**src/rtl/uart_pkg.sv**
```systemverilog
// Shared UART definitions: receiver/transmitter state encoding and default line settings.
package uart_pkg;

    localparam int DEF_CLK_FREQ  = 50_000_000;
    localparam int DEF_BAUD      = 115_200;
    localparam int DEF_OS        = 16;
    localparam int DEF_DATA_BITS = 8;

    typedef enum logic [1:0] {
        ST_IDLE  = 2'd0,
        ST_START = 2'd1,
        ST_DATA  = 2'd2,
        ST_STOP  = 2'd3
    } uart_state_e;

    // Counter width for a modulus of v; never narrower than one bit so DIV=1 / OS=1 still elaborate.
    function automatic int clog2_min1(input int v);
        return (v > 1) ? $clog2(v) : 1;
    endfunction

endpackage

```
**src/rtl/uart_baud_tick.sv**
```systemverilog
// Free-running divider producing a one-clock tick every DIV clocks.
module uart_baud_tick
    import uart_pkg::*;
#(
    parameter int DIV = 27
) (
    input  logic clk,
    input  logic rst,
    output logic tick_o
);

    localparam int            W    = clog2_min1(DIV);
    localparam logic [W-1:0]  LAST = W'(DIV - 1);

    logic [W-1:0] div_q;

    // Count 0..DIV-1 and wrap; the tick is the terminal count.
    // NOTE: sequential state is updated with <= so every flop sees pre-edge values of the others.
    always_ff @(posedge clk) begin
        if (rst) begin
            div_q <= '0;
        end else if (div_q == LAST) begin
            div_q <= '0;
        end else begin
            div_q <= div_q + 1'b1;
        end
    end

    assign tick_o = (div_q == LAST);

endmodule

```
**src/rtl/uart_rx_os16.sv**
```systemverilog
// Oversampling 8N1 UART receiver with 2-of-3 centre vote, valid and framing-error strobes.
module uart_rx_os16
    import uart_pkg::*;
#(
    parameter int CLK_FREQ  = DEF_CLK_FREQ,
    parameter int BAUD      = DEF_BAUD,
    parameter int OS        = DEF_OS,
    parameter int DATA_BITS = DEF_DATA_BITS
) (
    input  logic                 clk,
    input  logic                 rst,
    input  logic                 Rx,
    output logic [DATA_BITS-1:0] data,
    output logic                 R_rdy,
    output logic                 frame_err,
    output logic                 busy
);

    localparam int DIV   = CLK_FREQ / (BAUD * OS);
    localparam int CNT_W = clog2_min1(OS);
    localparam int BIT_W = clog2_min1(DATA_BITS);

    localparam logic [CNT_W-1:0] CNT_MID  = CNT_W'(OS / 2 - 1);
    localparam logic [CNT_W-1:0] CNT_LAST = CNT_W'(OS - 1);
    localparam logic [BIT_W-1:0] BIT_LAST = BIT_W'(DATA_BITS - 1);

    logic                 tick;
    logic [1:0]           sync_q;
    logic                 rx_s;
    logic [2:0]           vote_q;
    logic                 maj;

    uart_state_e          state_q;
    logic [CNT_W-1:0]     cnt_q;
    logic [BIT_W-1:0]     bit_q;
    logic [DATA_BITS-1:0] shreg_q;
    logic [DATA_BITS-1:0] data_q;
    logic                 rdy_q;
    logic                 err_q;

    uart_baud_tick #(.DIV(DIV)) u_tick (
        .clk    (clk),
        .rst    (rst),
        .tick_o (tick)
    );

    // Two-flop synchroniser for the asynchronous line; resets to the idle (high) level.
    always_ff @(posedge clk) begin
        if (rst) begin
            sync_q <= 2'b11;
        end else begin
            sync_q <= {sync_q[0], Rx};
        end
    end

    assign rx_s = sync_q[1];

    // Keep the last three oversamples for the majority vote.
    always_ff @(posedge clk) begin
        if (rst) begin
            vote_q <= 3'b111;
        end else if (tick) begin
            vote_q <= {vote_q[1:0], rx_s};
        end
    end

    assign maj = (vote_q[0] & vote_q[1]) | (vote_q[0] & vote_q[2]) | (vote_q[1] & vote_q[2]);

    // Frame FSM: start qualification, LSB-first data shift, stop check and strobes.
    always_ff @(posedge clk) begin
        if (rst) begin
            state_q <= ST_IDLE;
            cnt_q   <= '0;
            bit_q   <= '0;
            shreg_q <= '0;
            data_q  <= '0;
            rdy_q   <= 1'b0;
            err_q   <= 1'b0;
        end else begin
            // NOTE: strobes default low every clock, so any branch that sets them yields a single-cycle pulse.
            rdy_q <= 1'b0;
            err_q <= 1'b0;
            if (tick) begin
                case (state_q)
                    ST_IDLE: begin
                        if (!rx_s) begin
                            state_q <= ST_START;
                            cnt_q   <= '0;
                        end
                    end
                    ST_START: begin
                        if (cnt_q == CNT_MID) begin
                            if (!maj) begin
                                state_q <= ST_DATA;
                                cnt_q   <= '0;
                                bit_q   <= '0;
                            end else begin
                                state_q <= ST_IDLE;
                            end
                        end else begin
                            cnt_q <= cnt_q + 1'b1;
                        end
                    end
                    ST_DATA: begin
                        if (cnt_q == CNT_LAST) begin
                            shreg_q <= {maj, shreg_q[DATA_BITS-1:1]};
                            cnt_q   <= '0;
                            if (bit_q == BIT_LAST) begin
                                state_q <= ST_STOP;
                            end else begin
                                bit_q <= bit_q + 1'b1;
                            end
                        end else begin
                            cnt_q <= cnt_q + 1'b1;
                        end
                    end
                    ST_STOP: begin
                        if (cnt_q == CNT_LAST) begin
                            if (maj) begin
                                data_q <= shreg_q;
                                rdy_q  <= 1'b1;
                            end else begin
                                err_q  <= 1'b1;
                            end
                            state_q <= ST_IDLE;
                        end else begin
                            cnt_q <= cnt_q + 1'b1;
                        end
                    end
                    default: begin
                        state_q <= ST_IDLE;
                    end
                endcase
            end
        end
    end

    assign data      = data_q;
    assign R_rdy     = rdy_q;
    assign frame_err = err_q;
    assign busy      = (state_q != ST_IDLE);

endmodule

```
**config.mk**
```make
export PLATFORM = sky130hd
export DESIGN_NAME = uart_rx_os16
export DESIGN_NICKNAME = d
export VERILOG_FILES = /design/src/rtl/uart_pkg.sv /design/src/rtl/uart_baud_tick.sv /design/src/rtl/uart_rx_os16.sv
export SDC_FILE = /design/constraint.sdc
export NUM_CORES = 1
export LEC_CHECK = 0
export CORE_ASPECT_RATIO = 0.5
export CORE_MARGIN = 10
export CORE_UTILIZATION = 35
export DETAILED_ROUTE_END_ITERATION = 12
export HOLD_SLACK_MARGIN = 0.03
export PLACE_DENSITY_LB_ADDON = 0.25
export SKIP_CTS_REPAIR_TIMING = 1
export SLEW_MARGIN = 20
export SYNTH_ARGS = -nofsm -noshare
export SYNTH_HDL_FRONTEND = slang
export SYNTH_HIERARCHICAL = 1
export SYNTH_SLANG_ARGS = --single-unit
```
**constraint.sdc**
```tcl
create_clock -name clk -period 2.5 [get_ports clk]
set_input_delay 0.625 -clock clk [delete_from_list [all_inputs] [get_ports clk]]
set_output_delay 0.625 -clock clk [all_outputs]
set_load 0.01 [all_outputs]
```
After elaboration in Yosys (flattened, before gate mapping)
Cells that the tools add are included.
- equality and inequality tests: 16
- add/subtract/negate cells: 3
- bitwise operators: 8
- reduce and logical (&&, ||, !) cells: 10
- mux-type cells: 20
- operator list (operator ; count):
    $mux 4 ; 5
    $ne 2x2->1 const B ; 8
    $pmux 4 s4 ; 1
    $mux 2 ; 6
    $mux 3 ; 4
    $reduce_and 6->1 ; 2
    $pmux 2 s4 ; 1
    $reduce_and 4->1 ; 2
    $pmux 3 s2 ; 1
    $add 5x1->5 const B ; 1
    $eq 5x5->1 const B ; 1
    $add 4x1->4 const B ; 1
    $eq 2x2->1 const B ; 2
    $eq 4x3->1 const B ; 1
    $eq 4x4->1 const B ; 1
    $reduce_bool 2->1 ; 2
    $reduce_or 4->1 ; 1
    $add 3x1->3 const B ; 1
    $and 1x1->1 ; 3
    $eq 3x3->1 const B ; 1
    $ne 3x3->1 const B ; 1
    $not 1->1 ; 3
    $reduce_and 3->1 ; 1
    $eq 2x1->1 const B ; 1
    4 further kinds ; 6
- flip-flop bits (word level): 37
- logic and storage cells: 67
- output and inout port bits: 11
- input bits: 3

Longest topological paths before layout
- depth after elaboration: 6
- depth in mapped cells: 10
- gate-level depth less buffers: 7

By module
The synthesis kept the hierarchy.
- modules (own cells, without submodules) (module ; seq. area each (sq um) ; cells an instance ; times used ; area an instance (sq um)):
    uart_rx_os16 ; 640.6 ; 140 ; 1 ; 1386.3
    uart_baud_tick ; 100.1 ; 22 ; 1 ; 259.0

Worst setup path after synthesis
Ideal clock, no wire load.
- path kind: register -> register
- start point: register u_tick.div_q[0]
- end point: register bit_q[0]
- data required time: 2433 ps
- stages on the path, launching flop included: 10
- path slack: 498 ps
- buffers on the path: 2
- library setup time: 67 ps
- clock period less this slack: 2002 ps
- data arrival time: 1934 ps
- cell sequence: dfxtp_1 inv_1 ha_1 and4b_1 buf_6 clkbuf_8 nand4_1 or4_4 a211o_1 a21oi_2
- cells in the longest elaborated chain, start to end: 2
- RTL lines (what ; RTL line ; source):
    start, declared ; uart_baud_tick.sv:15 ; logic [W-1:0] div_q;
    start signal, assigned ; uart_baud_tick.sv:25 ; div_q <= div_q + 1'b1;
    $eq 5x5->1 ; uart_baud_tick.sv:29 ; assign tick_o = (div_q == LAST);
    named net tick ; uart_rx_os16.sv:27 ; logic tick;
    $reduce_and 6->1 (no source line) ; -- ;
    end signal, assigned ; uart_rx_os16.sv:111 ; bit_q <= bit_q + 1'b1;
    end, declared ; uart_rx_os16.sv:35 ; logic [BIT_W-1:0] bit_q;
The timed path passes the listed nets, and every way through them passes these cells.
A chain may end at the register's enable or synchronous reset.

==> results.cfg <==
[drt]
num_vias = 1152
ant_nets = 0
drt_first_iter_violations = 32
drt-pass1-iter-count = 3
drc_errors = 0
wl_um = 3026
wire_per_inst_um = 13.04
vias_per_cell = 4.966

[timing]
setup_slack_ns = 0.2696
hold-worst-slack_ns = 0.4227
drv_slew = 0
fin_skew_ns = 0.005749
hold_violations = 0
max-slew-margin-rel = 0.5739
worstMarginPinSlew_ns = 0.6372
max_freq_ghz = 0.4484
setup_violations = 0
fin_tns_setup_ns = 0
rsz0062_at_grt = false
final.min_clock_period_ns = 2.230
period_share = 0.8921

[placement]
post-place-ws_ns = 0.4706
portBuffers = 13
post-dp-hpwl_um = 2158
gp_congestion = 0.7680
dp_cells = 224

[synth]
syn_area_per_cell_um2 = 10.16
postSynthCellCount = 162
syn_area_um2 = 1645
synth_ff_type = dfxtp_1
synth-seq-cells = 37
synth_cell_types = 41
yosysSeqAreaShare = 0.4502
yosysWarnings = 6
synthArstFlopShare = 0
synth_fp_nets = 170
synth_edf_count = 0

[clock_tree]
numCtsBuffers = 5
worstSkewPairLatency_ns = 0.28
clkTransAtPathRegs_ns = 0.07
clk_path_buf_depth = 2
htree_levels = 2
cts_tree = done
cts_root_buf = clkbuf_8
cts_sinks = 37

[worst_setup_path]
path_class = flip-flop to primary output
cp_max_fo = 13
cp.arrival_ns = 1.61
startpoint_type = flip-flop
cp-end-kind = primary output
worstPathRequired_ns = 1.88

[pwr]
ir_worst_vdd_uv = 324.2
finalPower_mw = 1.014
leakagePower_nw = 0.6928
power-per-cell-area_nw_per_um2 = 548.8

[job]
drv_cap = 0

[floorplan]
io_pins = 14
core_area_um2 = 4467
fp.dieW_um = 117.0
die-area_um2 = 8010
die_y_um = 68.48
initial_utilization = 0.3683
rows = 17

[cells_and_area]
area_delta_synth_final_pct = 12.32
fill_cells = 450
drive_gt1_frac = 0.1200
multiInputGateArea_um2 = 778.2
diodes = 0
nNetsFinal = 182
register_area_um2 = 740.7
final_cells = 232

[global_routing]
grt_max_degree = 22
antenna_found_initial = 0
track_usage = 0.08023
grt_pass1_wl_um = 5106
grt_overflow_total = 0
grt_pass1_vias = 1066

[min_path]
hold_path.class = flip-flop to flip-flop

[run_status]
status = complete, no violations
[power by group]
group / internal, mW / total [mW] / switching, mW
sequential: 0.595 / 0.600 / 0.00526
clock: 0.193 / 0.388 / 0.195
combinational: 0.0105 / 0.0258 / 0.0153
total: 0.798 / 1.01 / 0.216
[metrics by stage]
stage | cell area [um2] | utilization
4_1_cts | 1848 | 0.4137
3_5_place_dp | 1765 | 0.3952
2_1_floorplan | 1645 | -
5_1_grt | 1848 | 0.4137
6_report | 1848 | 0.4137
3_3_place_gp | 1765 | 0.3952
[synth_stat cells, types with 2 or more instances]
master	instances	area, um2
dfxtp_1	37	740.7
mux2i_1	19	190.2
nor2_1	19	71.32
inv_1	8	30.03
a21oi_1	6	30.03
nand3_1	6	30.03
ha_1	5	62.56
nand2_1	5	18.77
nand4_1	5	31.28
nor3_1	5	25.02
clkbuf_1	4	15.01
and4_1	3	26.28
o21ai_0	3	15.01
or2_2	3	18.77
a211o_1	2	17.52
clkbuf_8	2	27.53
nor4_4	2	42.54
o21bai_1	2	15.01
o221a_2	2	22.52
o32ai_1	2	17.52
xnor2_1	2	17.52
[registers in the layout, indices dropped and copies added (netlist names), named ones only]
signal        count
data              8
shreg_q           8
u_tick/div_q      5
cnt_q             4
bit_q             3
vote_q            3
sync_q            2
R_rdy             1
frame_err         1
state_q           1
[worst max-delay path, cell delays in order (launching register included)]
cell	delay, ns
dfxtp_1	0.56
or2_2	0.22
clkdlybuf4s50_1	0.54
[cell usage in the layout, fill, tap and decap left out, types with 2 or more instances in the layout]
cell             synthesis  routed
mux2i_1                 19      19
a21oi_1                  6       6
ha_1                     5       5
nor4_4                   2       2
dfxtp_1                 37      37
o221a_2                  2       2
o32ai_1                  2       2
nand3_1                  6       6
nor3_1                   5       5
clkinv_2                 0       2
nand4_1                  5       5
and4_1                   3       3
or2_2                    3       3
inv_1                    8       8
xnor2_1                  2       2
nand2_1                  5       5
nor2_1                  19      19
clkbuf_8                 2       5
o21ai_0                  3       3
a211o_1                  2       2
buf_4                    0       2
clkdlybuf4s50_1          0      13
o21bai_1                 2       2
[per-layer routing]
| metal | vias to the layer above | wire length (um) | global-route usage |
|---|---|---|---|
| met5 | - | 0 | 0 |
| li1 | 599 | - | - |
| met4 | 0 | 34 | 0.04128 |
| met3 | 2 | 74 | 0.02792 |
| met1 | 543 | 1608 | 0.1027 |
| met2 | 8 | 1308 | 0.1178 |
[cells by family (layout without fill, tap and decap cells)]
logic type	count (synthesis)	in the layout	synth area share
flops	37	37	0.4502
fa+ha+maj	6	6	0.04487
mux	19	19	0.1156
xor+xnor	2	2	0.01065
compound gates	23	23	0.1004
buf+inv	18	31	0.07680
simple gates	57	57	0.2015
[worst paths after layout]
check | startpoint | endpoint | slack [ns] | cells past startpoint
worst max-delay path | flip-flop | busy | 0.27 | 2
worst min-delay path | sync_q[0]$_SDFF_PP1_ | sync_q[1]$_SDFF_PP1_ | 0.42 | 1
worst max register to register | u_tick/div_q[0]$_SDFF_PP0_ | data[1]$_SDFFE_PP0P_ | 0.42 | 7
worst min register to register | sync_q[0]$_SDFF_PP1_ | sync_q[1]$_SDFF_PP1_ | 0.42 | 1
[layout make-up]
class / count / share of cell area
multi-input cells: 107 / 0.4211
repair buffers: 15 / 0.07854
well taps: 57 / 0.03859
clock inverters: 2 / 0.005416
inverters: 8 / 0.01625
flip-flops and latches: 37 / 0.4008
clock buffers: 6 / 0.03927
No activity file was read; power rests on OpenSTA's default activity.
